`src/rtl/sparse_adder_pkg.sv`:
```
// Shared definitions for the pipelined sparse-tree adder.
//   clog2_levels    : number of prefix-tree levels for a power-of-two width
//   MIN_SPARSITY    : smallest legal carry-select block width
//   MAX_PIPE_STAGES : deepest legal pipeline
//   SPARSE_ADDER_OPERAND_T(W) : operand bundle {a, b, cin, sub} of width W
package sparse_adder_pkg;

    localparam int unsigned MIN_SPARSITY    = 2;
    localparam int unsigned MAX_PIPE_STAGES = 3;

    // log2 of a power-of-two n (ceiling for other values)
    function automatic int unsigned clog2_levels(input int unsigned n);
        int unsigned levels;
        levels = 0;
        while ((32'd1 << levels) < n) begin
            levels++;
        end
        return levels;
    endfunction

endpackage

// Operand bundle; width-parametrised through a macro since packages take no parameters.
`ifndef SPARSE_ADDER_OPERAND_T
`define SPARSE_ADDER_OPERAND_T(W) struct packed { logic [(W)-1:0] a; logic [(W)-1:0] b; logic cin; logic sub; }
`endif

```
`src/rtl/carry_select_block.sv`:
```
// Carry-select block: conditional sums of one W-bit slice for block carry-in 0 and 1.
//   a, b  : slice operands (b already conditionally inverted)
//   p     : slice propagate (a ^ b)
//   sum0  : slice sum assuming carry-in 0
//   sum1  : slice sum assuming carry-in 1
module carry_select_block #(
    parameter int unsigned W = 4
) (
    input  logic [W-1:0] a,
    input  logic [W-1:0] b,
    input  logic [W-1:0] p,
    output logic [W-1:0] sum0,
    output logic [W-1:0] sum1
);

    logic c0;
    logic c1;

    // Two short ripple chains, one per assumed carry-in
    always_comb begin
        sum0 = '0;
        sum1 = '0;
        c0   = 1'b0;
        c1   = 1'b1;
        for (int unsigned i = 0; i < W; i++) begin
            sum0[i] = p[i] ^ c0;
            sum1[i] = p[i] ^ c1;
            c0      = (a[i] & b[i]) | (p[i] & c0);
            c1      = (a[i] & b[i]) | (p[i] & c1);
        end
    end

endmodule

```
`src/rtl/pipelined_sparse_tree_adder.sv`:
```
// Pipelined sparse-tree adder/subtractor with valid/ready flow control.
// Sklansky prefix tree produces one carry per SPARSITY bits; carry-select
// blocks form the sum. 1..3 register stages (input / post-tree / output).
//   clk, rst_n           : clock, async active-low reset
//   in_valid, in_ready   : input handshake
//   operand_1, operand_2 : A, B
//   carry_in, sub        : add carry-in (ignored on sub), subtract select
//   out_valid, out_ready : output handshake
//   sum, carry_out, overflow, zero : registered result and flags
module pipelined_sparse_tree_adder
    import sparse_adder_pkg::*;
#(
    parameter int unsigned N_BIT       = 32,
    parameter int unsigned SPARSITY    = 4,
    parameter int unsigned PIPE_STAGES = 2
) (
    input  logic             clk,
    input  logic             rst_n,
    input  logic             in_valid,
    output logic             in_ready,
    input  logic [N_BIT-1:0] operand_1,
    input  logic [N_BIT-1:0] operand_2,
    input  logic             carry_in,
    input  logic             sub,
    output logic             out_valid,
    input  logic             out_ready,
    output logic [N_BIT-1:0] sum,
    output logic             carry_out,
    output logic             overflow,
    output logic             zero
);

    localparam int unsigned LEVELS   = clog2_levels(N_BIT);
    localparam int unsigned S_LEVELS = clog2_levels(SPARSITY);
    localparam int unsigned N_BLK    = N_BIT / SPARSITY;
    localparam int unsigned IDX_W    = LEVELS;

    typedef `SPARSE_ADDER_OPERAND_T(N_BIT) operand_t;

    typedef struct packed {
        logic [N_BIT-1:0] sum0;
        logic [N_BIT-1:0] sum1;
        logic [N_BLK-1:0] c;
        logic             cin;
        logic             a_msb;
        logic             p_msb;
    } mid_t;

    // Elaboration-time parameter checks
    if (PIPE_STAGES < 1 || PIPE_STAGES > MAX_PIPE_STAGES) begin : g_bad_pipe
        $fatal(1, "PIPE_STAGES must be 1..3");
    end
    if (N_BIT < 8 || (N_BIT & (N_BIT - 1)) != 0) begin : g_bad_width
        $fatal(1, "N_BIT must be a power of 2 and >= 8");
    end
    if (SPARSITY < MIN_SPARSITY || SPARSITY > N_BIT / 2 || (SPARSITY & (SPARSITY - 1)) != 0) begin : g_bad_sparsity
        $fatal(1, "SPARSITY must be a power of 2 in 2..N_BIT/2");
    end

    operand_t         in_op_c;
    operand_t         op;
    logic             op_valid;
    logic             op_ready;
    mid_t             mid_c;
    mid_t             mid;
    logic             mid_valid;
    logic             mid_ready;
    logic             load_out;

    logic [N_BIT-1:0] b_eff;
    logic             cin_eff;
    logic [N_BIT-1:0] p_c;
    logic [N_BIT-1:0] tg;
    logic [N_BIT-1:0] tp;
    logic [N_BIT-1:0] sum0_c;
    logic [N_BIT-1:0] sum1_c;
    logic [N_BLK-1:0] c_c;

    logic [N_BLK-1:0] blk_cin;
    logic [N_BIT-1:0] sum_sel;
    logic             ov_c;
    logic             zero_c;

    assign in_op_c = '{a: operand_1, b: operand_2, cin: carry_in, sub: sub};

    // Optional input register
    if (PIPE_STAGES == 3) begin : g_in_reg
        logic     op_valid_q;
        operand_t op_q;

        assign in_ready = ~op_valid_q | op_ready;

        always_ff @(posedge clk or negedge rst_n) begin
            if (!rst_n) begin
                op_valid_q <= 1'b0;
                op_q       <= '0;
            end else if (in_ready) begin
                op_valid_q <= in_valid;
                if (in_valid) begin
                    op_q <= in_op_c;
                end
            end
        end

        assign op_valid = op_valid_q;
        assign op       = op_q;
    end else begin : g_in_pass
        assign op_valid = in_valid;
        assign op       = in_op_c;
        assign in_ready = op_ready;
    end

    // Sparse Sklansky prefix tree; cin folded into bit 0 generate so every
    // block carry already includes it. Past S_LEVELS only block-top lanes update.
    always_comb begin
        b_eff   = op.sub ? ~op.b : op.b;
        cin_eff = op.sub | op.cin;
        p_c     = op.a ^ b_eff;
        tg      = op.a & b_eff;
        tp      = p_c;
        tg[0]   = tg[0] | (tp[0] & cin_eff);
        for (int unsigned l = 0; l < LEVELS; l++) begin
            for (int unsigned i = 0; i < N_BIT; i++) begin
                if ((((i >> l) & 32'd1) == 32'd1) &&
                    ((l < S_LEVELS) || ((i % SPARSITY) == (SPARSITY - 1)))) begin
                    tg[IDX_W'(i)] = tg[IDX_W'(i)] | (tp[IDX_W'(i)] & tg[IDX_W'(((i >> l) << l) - 1)]);
                    tp[IDX_W'(i)] = tp[IDX_W'(i)] & tp[IDX_W'(((i >> l) << l) - 1)];
                end
            end
        end
    end

    // Conditional sums per block and block carries from the tree
    for (genvar m = 0; m < N_BLK; m++) begin : g_blk
        carry_select_block #(
            .W (SPARSITY)
        ) u_csb (
            .a    (op.a[m*SPARSITY +: SPARSITY]),
            .b    (b_eff[m*SPARSITY +: SPARSITY]),
            .p    (p_c[m*SPARSITY +: SPARSITY]),
            .sum0 (sum0_c[m*SPARSITY +: SPARSITY]),
            .sum1 (sum1_c[m*SPARSITY +: SPARSITY])
        );
        assign c_c[m] = tg[m*SPARSITY + SPARSITY - 1];
    end

    assign mid_c = '{sum0:  sum0_c,
                     sum1:  sum1_c,
                     c:     c_c,
                     cin:   cin_eff,
                     a_msb: op.a[N_BIT-1],
                     p_msb: p_c[N_BIT-1]};

    // Optional post-tree register
    if (PIPE_STAGES >= 2) begin : g_mid_reg
        logic mid_valid_q;
        mid_t mid_q;

        assign op_ready = ~mid_valid_q | mid_ready;

        always_ff @(posedge clk or negedge rst_n) begin
            if (!rst_n) begin
                mid_valid_q <= 1'b0;
                mid_q       <= '0;
            end else if (op_ready) begin
                mid_valid_q <= op_valid;
                if (op_valid) begin
                    mid_q <= mid_c;
                end
            end
        end

        assign mid_valid = mid_valid_q;
        assign mid       = mid_q;
    end else begin : g_mid_pass
        assign mid_valid = op_valid;
        assign mid       = mid_c;
        assign op_ready  = mid_ready;
    end

    // Block m selects on the carry out of block m-1; block 0 on cin
    assign blk_cin = {mid.c[N_BLK-2:0], mid.cin};

    for (genvar m = 0; m < N_BLK; m++) begin : g_sel
        assign sum_sel[m*SPARSITY +: SPARSITY] = blk_cin[m] ? mid.sum1[m*SPARSITY +: SPARSITY]
                                                            : mid.sum0[m*SPARSITY +: SPARSITY];
    end

    // Operand signs equal exactly when the MSB propagate is 0
    assign ov_c   = ~mid.p_msb & (sum_sel[N_BIT-1] ^ mid.a_msb);
    assign zero_c = (sum_sel == '0);

    // Output register; holds while stalled
    assign load_out  = ~out_valid | out_ready;
    assign mid_ready = load_out;

    always_ff @(posedge clk or negedge rst_n) begin
        if (!rst_n) begin
            out_valid <= 1'b0;
            sum       <= '0;
            carry_out <= 1'b0;
            overflow  <= 1'b0;
            zero      <= 1'b0;
        end else if (load_out) begin
            out_valid <= mid_valid;
            if (mid_valid) begin
                sum       <= sum_sel;
                carry_out <= mid.c[N_BLK-1];
                overflow  <= ov_c;
                zero      <= zero_c;
            end
        end
    end

endmodule

```
`config.mk`:
```
export PLATFORM = sky130hd
export DESIGN_NAME = pipelined_sparse_tree_adder
export DESIGN_NICKNAME = d
export VERILOG_FILES = /design/src/rtl/sparse_adder_pkg.sv /design/src/rtl/carry_select_block.sv /design/src/rtl/pipelined_sparse_tree_adder.sv
export SDC_FILE = /design/constraint.sdc
export NUM_CORES = 1
export LEC_CHECK = 0
export ABC_CLOCK_PERIOD_IN_PS = 1600
export CAP_MARGIN = 15
export CORE_ASPECT_RATIO = 1.2
export CORE_UTILIZATION = 43
export CTS_CLUSTER_SIZE = 30
export DETAILED_ROUTE_END_ITERATION = 10
export DONT_BUFFER_PORTS = 1
export GPL_TIMING_DRIVEN = 0
export PLACE_DENSITY_LB_ADDON = 0.05
export SLEW_MARGIN = 40
export SYNTH_ARGS = -nofsm -noshare
export SYNTH_HDL_FRONTEND = slang
export SYNTH_HIERARCHICAL = 1
export SYNTH_SLANG_ARGS = --single-unit
```
`constraint.sdc`:
```
create_clock -name clk -period 1.6 [get_ports clk]
set_input_delay 0 -clock clk [delete_from_list [all_inputs] [get_ports clk]]
set_output_delay 0 -clock clk [all_outputs]
set_load 0.02 [all_outputs]
```
# Yosys cells after proc, flatten, opt, wreduce, memory -nomap -nowiden
# Cells that the tools add are included.
# word_totals
regBits	112
out_inout_bits	37
elab_cells	288
# op_classes
muxes	9
bitwise_logic	264
reduce_logical	3
# op_table
op	n
bitwise AND 1 bit	121
bitwise OR 1 bit	80
bitwise XOR 1 bit	49
bitwise AND 32 bit	1
logical NOT 32 bit	1
two-way mux 32 bit	1
two-way mux 4 bit	8
inverter 32 bit	1
bitwise XOR 32 bit	1
inverter 1 bit	11
AND reduction 2 bit	2

# Depth between registers and ports, before layout
# logic_depth
ltp_word	15
ltp_mapped	12
ltp_nobuf	10

# Cells and area by module
# The synthesis kept the hierarchy.
# by_module_without_submodules
mod	n_inst	cells_each	area_per_inst_um2	seq_area_each_um2
pipelined_sparse_tree_adder	1	638	5798.1	2802.7
carry_select_block	8	14	118.9	0.0

# Least setup slack after synthesis
# OpenSTA, ideal clock, no wires.
# synth_path
path_kind	input port to flip-flop
from	in sub
to	reg g_mid_reg.mid_q (netlist bit blk_cin[7])
setup_time_ps	129
arrival_time_ps	1928
path_slack_ps	-457
stages	9
n_path_buf	2
path_cell_list	buf_2 -> buf_2 -> xor2_1 -> ha_1 -> a21o_1 -> a21o_1 -> a221o_1 -> a221oi_2 -> o21ai_1
# synth_between
elab_cells_between_ends	82
cone_classes	mux (1); bitwise (81)
# synth_rtl
element	line_no	text
start: declaration	pipelined_sparse_tree_adder.sv:24	input logic sub,
two-way mux 32 bit (*)	pipelined_sparse_tree_adder.sv:116	b_eff = op.sub ? ~op.b : op.b;
net b_eff[21]	pipelined_sparse_tree_adder.sv:70	logic [N_BIT-1:0] b_eff;
bitwise XOR 32 bit (*)	pipelined_sparse_tree_adder.sv:118	p_c = op.a ^ b_eff;
net p_c[21]	pipelined_sparse_tree_adder.sv:72	logic [N_BIT-1:0] p_c;
bitwise AND 1 bit	pipelined_sparse_tree_adder.sv:126	tg[IDX_W'(i)] = tg[IDX_W'(i)] | (tp[IDX_W'(i)] & tg[IDX_W'(((i >> l) << l) - 1)]);
bitwise OR 1 bit	pipelined_sparse_tree_adder.sv:126	
bitwise AND 1 bit	pipelined_sparse_tree_adder.sv:126	
bitwise OR 1 bit (2 in a row)	pipelined_sparse_tree_adder.sv:126	
bitwise AND 1 bit	pipelined_sparse_tree_adder.sv:126	
bitwise OR 1 bit	pipelined_sparse_tree_adder.sv:126	
bitwise OR 1 bit (*)	pipelined_sparse_tree_adder.sv:126	
end signal: assignment	pipelined_sparse_tree_adder.sv:168	mid_q <= mid_c;
end: declaration	pipelined_sparse_tree_adder.sv:157	mid_t mid_q;
# The timed path passes the listed nets; every way through them passes the cells marked *.
# A chain may end at the register's enable or synchronous reset.

# Final worst setup path
# layout_path
from	reg out_valid
to	reg g_mid_reg.mid_q (netlist bit blk_cin[5])
# layout_between
elab_chain_len	4
# layout_rtl
element	line_no	text
start: declaration	pipelined_sparse_tree_adder.sv:25	output logic out_valid,
start signal: assignment	pipelined_sparse_tree_adder.sv:205	out_valid <= mid_valid;
inverter 1 bit	pipelined_sparse_tree_adder.sv:194	assign load_out = ~out_valid | out_ready;
bitwise OR 1 bit	pipelined_sparse_tree_adder.sv:194	
bitwise OR 1 bit	pipelined_sparse_tree_adder.sv:159	assign op_ready = ~mid_valid_q | mid_ready;
net in_ready	pipelined_sparse_tree_adder.sv:20	output logic in_ready,
AND reduction 2 bit (no line)	--	
# The timed path passes the listed nets, and every way through them passes these cells.

==> flow_summary.json <==
{
  "p_per_area_mw_per_mm2": 1160,
  "place.port_buffers": 0,
  "final_cell_mix": "nand2_1, dfrtp_1, o21ai_0",
  "critPathKind": "flip-flop to flip-flop",
  "fmax_mhz": 627,
  "end_kind": "flip-flop",
  "syn_area_mm2": 0.00675,
  "layout_min_cycle_time_ns": 1.60,
  "num_rows": 49,
  "initial_core_util_pct": 44.6,
  "path_cells": "nand3b_4 > and2_4 > buf_6 > nand2_1 > o21bai_4 > a221o_1",
  "synth_area_per_cell_um2": 9.00,
  "worst_slew_pin_slew_ns": 0.482,
  "clk_pin_slew_worst_paths_ns": 0.07,
  "grt_pass1_vias": 5518,
  "core_area_mm2": 0.0151,
  "final_nets": 933,
  "drive_above_1_share_pct": 21.7,
  "place_hpwl_um": 12900,
  "grt_usage_pct": 23.3,
  "wl_per_cell_um": 18.5,
  "vias": 5314,
  "relSlewSlack_pct": 67.9,
  "cts_inserted_buffers": 9,
  "min_period_over_period_pct": 99.7,
  "finalSetupViolCount": 0,
  "antenna_found_initial": 1,
  "worstSetupStartpointType": "flip-flop",
  "r2r_start": "out_valid",
  "die_area_mm2": 0.0162,
  "maxCapViolations": 0,
  "synth-seq-cells": 112,
  "fin_area_mm2": 0.00865,
  "cp_top_family": "simple AND/OR/NAND/NOR gates",
  "grt_setup_unrepaired": "true",
  "clock_skew_ns": 0.00952,
  "syn_to_final_growth_pct": 28.2,
  "crit_buf_inv": 1,
  "grt-ovfl-total": 0,
  "drt_iter0_drc": 258,
  "synthFlopType": "dfrtp_1",
  "ys_seq_area_share_pct": 41.5,
  "clk_latency_ns": 0.35,
  "dr.pass1.iters": 5,
  "critPathLaunch": "out_valid",
  "async_flop_share_pct": 100,
  "wl_um": 18600,
  "hold_violations": 113,
  "status": "finished, violations left",
  "cp_slowest_stage_delay_ns": 0.48,
  "crit_fanout": 10,
  "critPathArrivalTime_ns": 1.83,
  "chipWidth_um": 116,
  "violations": "negative hold slack",
  "postPlaceCellArea_mm2": 0.00733,
  "tritoncts": "yes",
  "via_per_inst": 5.28,
  "cp_slowest_cell": "dfrtp_2",
  "drv_slew": 0,
  "synth.net_count": 884,
  "worstPathRequired_ns": 1.83,
  "die_y_um": 139,
  "htree_levels": 3,
  "netlist_instances": 750,
  "ant_nets": 0,
  "timing.setup.tns_ns": 0,
  "ir_drop_uv": 643,
  "clock-root-buffer": "clkbuf_16",
  "min_path_type": "input pin to asynchronous set/reset pin",
  "p_leak_uw": 0.00402,
  "grt_pass1_wl_um": 28500,
  "yosysWarnings": 6,
  "drc_errors": 0,
  "cts_sinks": 112,
  "synth_edf_count": 0,
  "ctsLongestPathBuffers": 2,
  "gp_congestion": 0.783,
  "grt_max_degree": 113,
  "layout_commonest_cell": "nand2_1",
  "diodes": 0,
  "ys_types": 46,
  "holdWs_ns": -0.659,
  "pin_count": 107
}
==> registers in the layout (all words and copies together), names as in the netlist <==
name                   count
g_mid_reg.mid_valid_q      1
g_mid_reg.mid_q           67
zero                       1
overflow                   1
out_valid                  1
carry_out                  1
blk_cin                    8
sum                       32
==> stage by stage <==
stage               instances  hold WS (ns)  setup slack (ns)  utilization [%]  power [uW]
finish                   1007        -0.659           0.00412             57.1       10100
global route             1007        -0.676           -0.0616             57.1       10700
CTS                       997        -0.668           -0.0616             53.6        9890
detailed placement        954        -0.293            -0.562             48.4        7420
global placement          954        -0.293            -0.523             48.4        7330
floorplan                 750        -0.296            -0.227                -        6580
==> worst paths after layout <==
check                                 endpoint  slack, ns  cells past startpoint
setup reg to reg                    blk_cin[5]      0.004                      6
min in group clk           g_mid_reg.mid_q[63]      -0.01                      4
max in group asynchronous  g_mid_reg.mid_q[42]       2.07                      0
setup / recovery                    blk_cin[5]      0.004                      6
hold / removal             g_mid_reg.mid_q[70]      -0.66                      0
hold reg to reg                       overflow       0.45                      1
==> cell usage after synthesis, types with 2 or more instances <==
cell      count  share of area (%)
buf_1         3               0.17
a21o_1       21                2.3
xor2_1       32                4.2
or4b_1        2               0.30
and2_1        2               0.19
o21ai_0      34                2.5
a211o_1       2               0.26
nor4_1        2               0.19
xnor2_1      17                2.2
nor3_1       14                1.0
mux2i_1      31                4.6
o22ai_1       3               0.28
dfrtp_1     112                 42
nand2b_1      3               0.28
inv_1         9               0.50
mux2_2        4               0.67
o21a_1        3               0.33
and2_4        9                1.2
buf_2        16                1.2
ha_1         64                 12
clkbuf_1     15               0.83
buf_4         8               0.89
or4_1         2               0.22
and4_1        3               0.39
nand3_1       5               0.37
or2_1         8               0.74
nor2_1       19                1.1
nand2_1     241                 13
nand4_1       4               0.37
a221o_1       2               0.30
o211ai_1      3               0.33
a21oi_1      39                2.9
o21ai_1       5               0.37
==> area by class of cell <==
class	count	area, um^2
Multi-Input combinational cell	586	4470
Tap cell	204	255
Clock buffer	12	246
Buffer	40	357
Clock inverter	3	42.5
Timing Repair Buffer	41	448
Fill cell	1437	6490
Inverter	9	33.8
Sequential cell	112	2810
==> what timing repair did <==
item                                   4_1_cts  5_1_grt
cloned                                       0        4
hold buffers                                23        2
setup buffers                                7        5
pin swaps                                   17       21
gates resized for setup                     44       56
endpoints found under the hold margin      147      114
setup endpoints to repair                  106       73
==> kinds of logic (layout without fill, tap and decap cells) <==
family	after synthesis	in the layout	share of synthesized area [%]
AOI/OAI and AO/OA	120	120	10.8
xor gates and xnor gates	49	49	6.36
adders and majority gates	64	64	11.9
buffers and inverters	52	105	3.74
DFF	112	112	41.5
muxes	35	35	5.27
and+or+nand+nor	318	318	20.4
==> where the power goes <==
part	internal (uW)	leakage [uW]	switching [uW]	total (uW)
Clock	1250	0.000139	1020	2270
Combinational	1570	0.00251	1610	3180
Sequential	3600	0.00137	1010	4610
==> layer usage <==
layer  track usage, %  share of wire (%)  vias up
li1                 -                  -     2601
met4             7.35                2.9        2
met2             40.2                 51      124
met3             5.66                6.1       32
met1             28.2                 40     2555
met5                0              0.075        -
No activity file was read; power rests on OpenSTA's default activity.
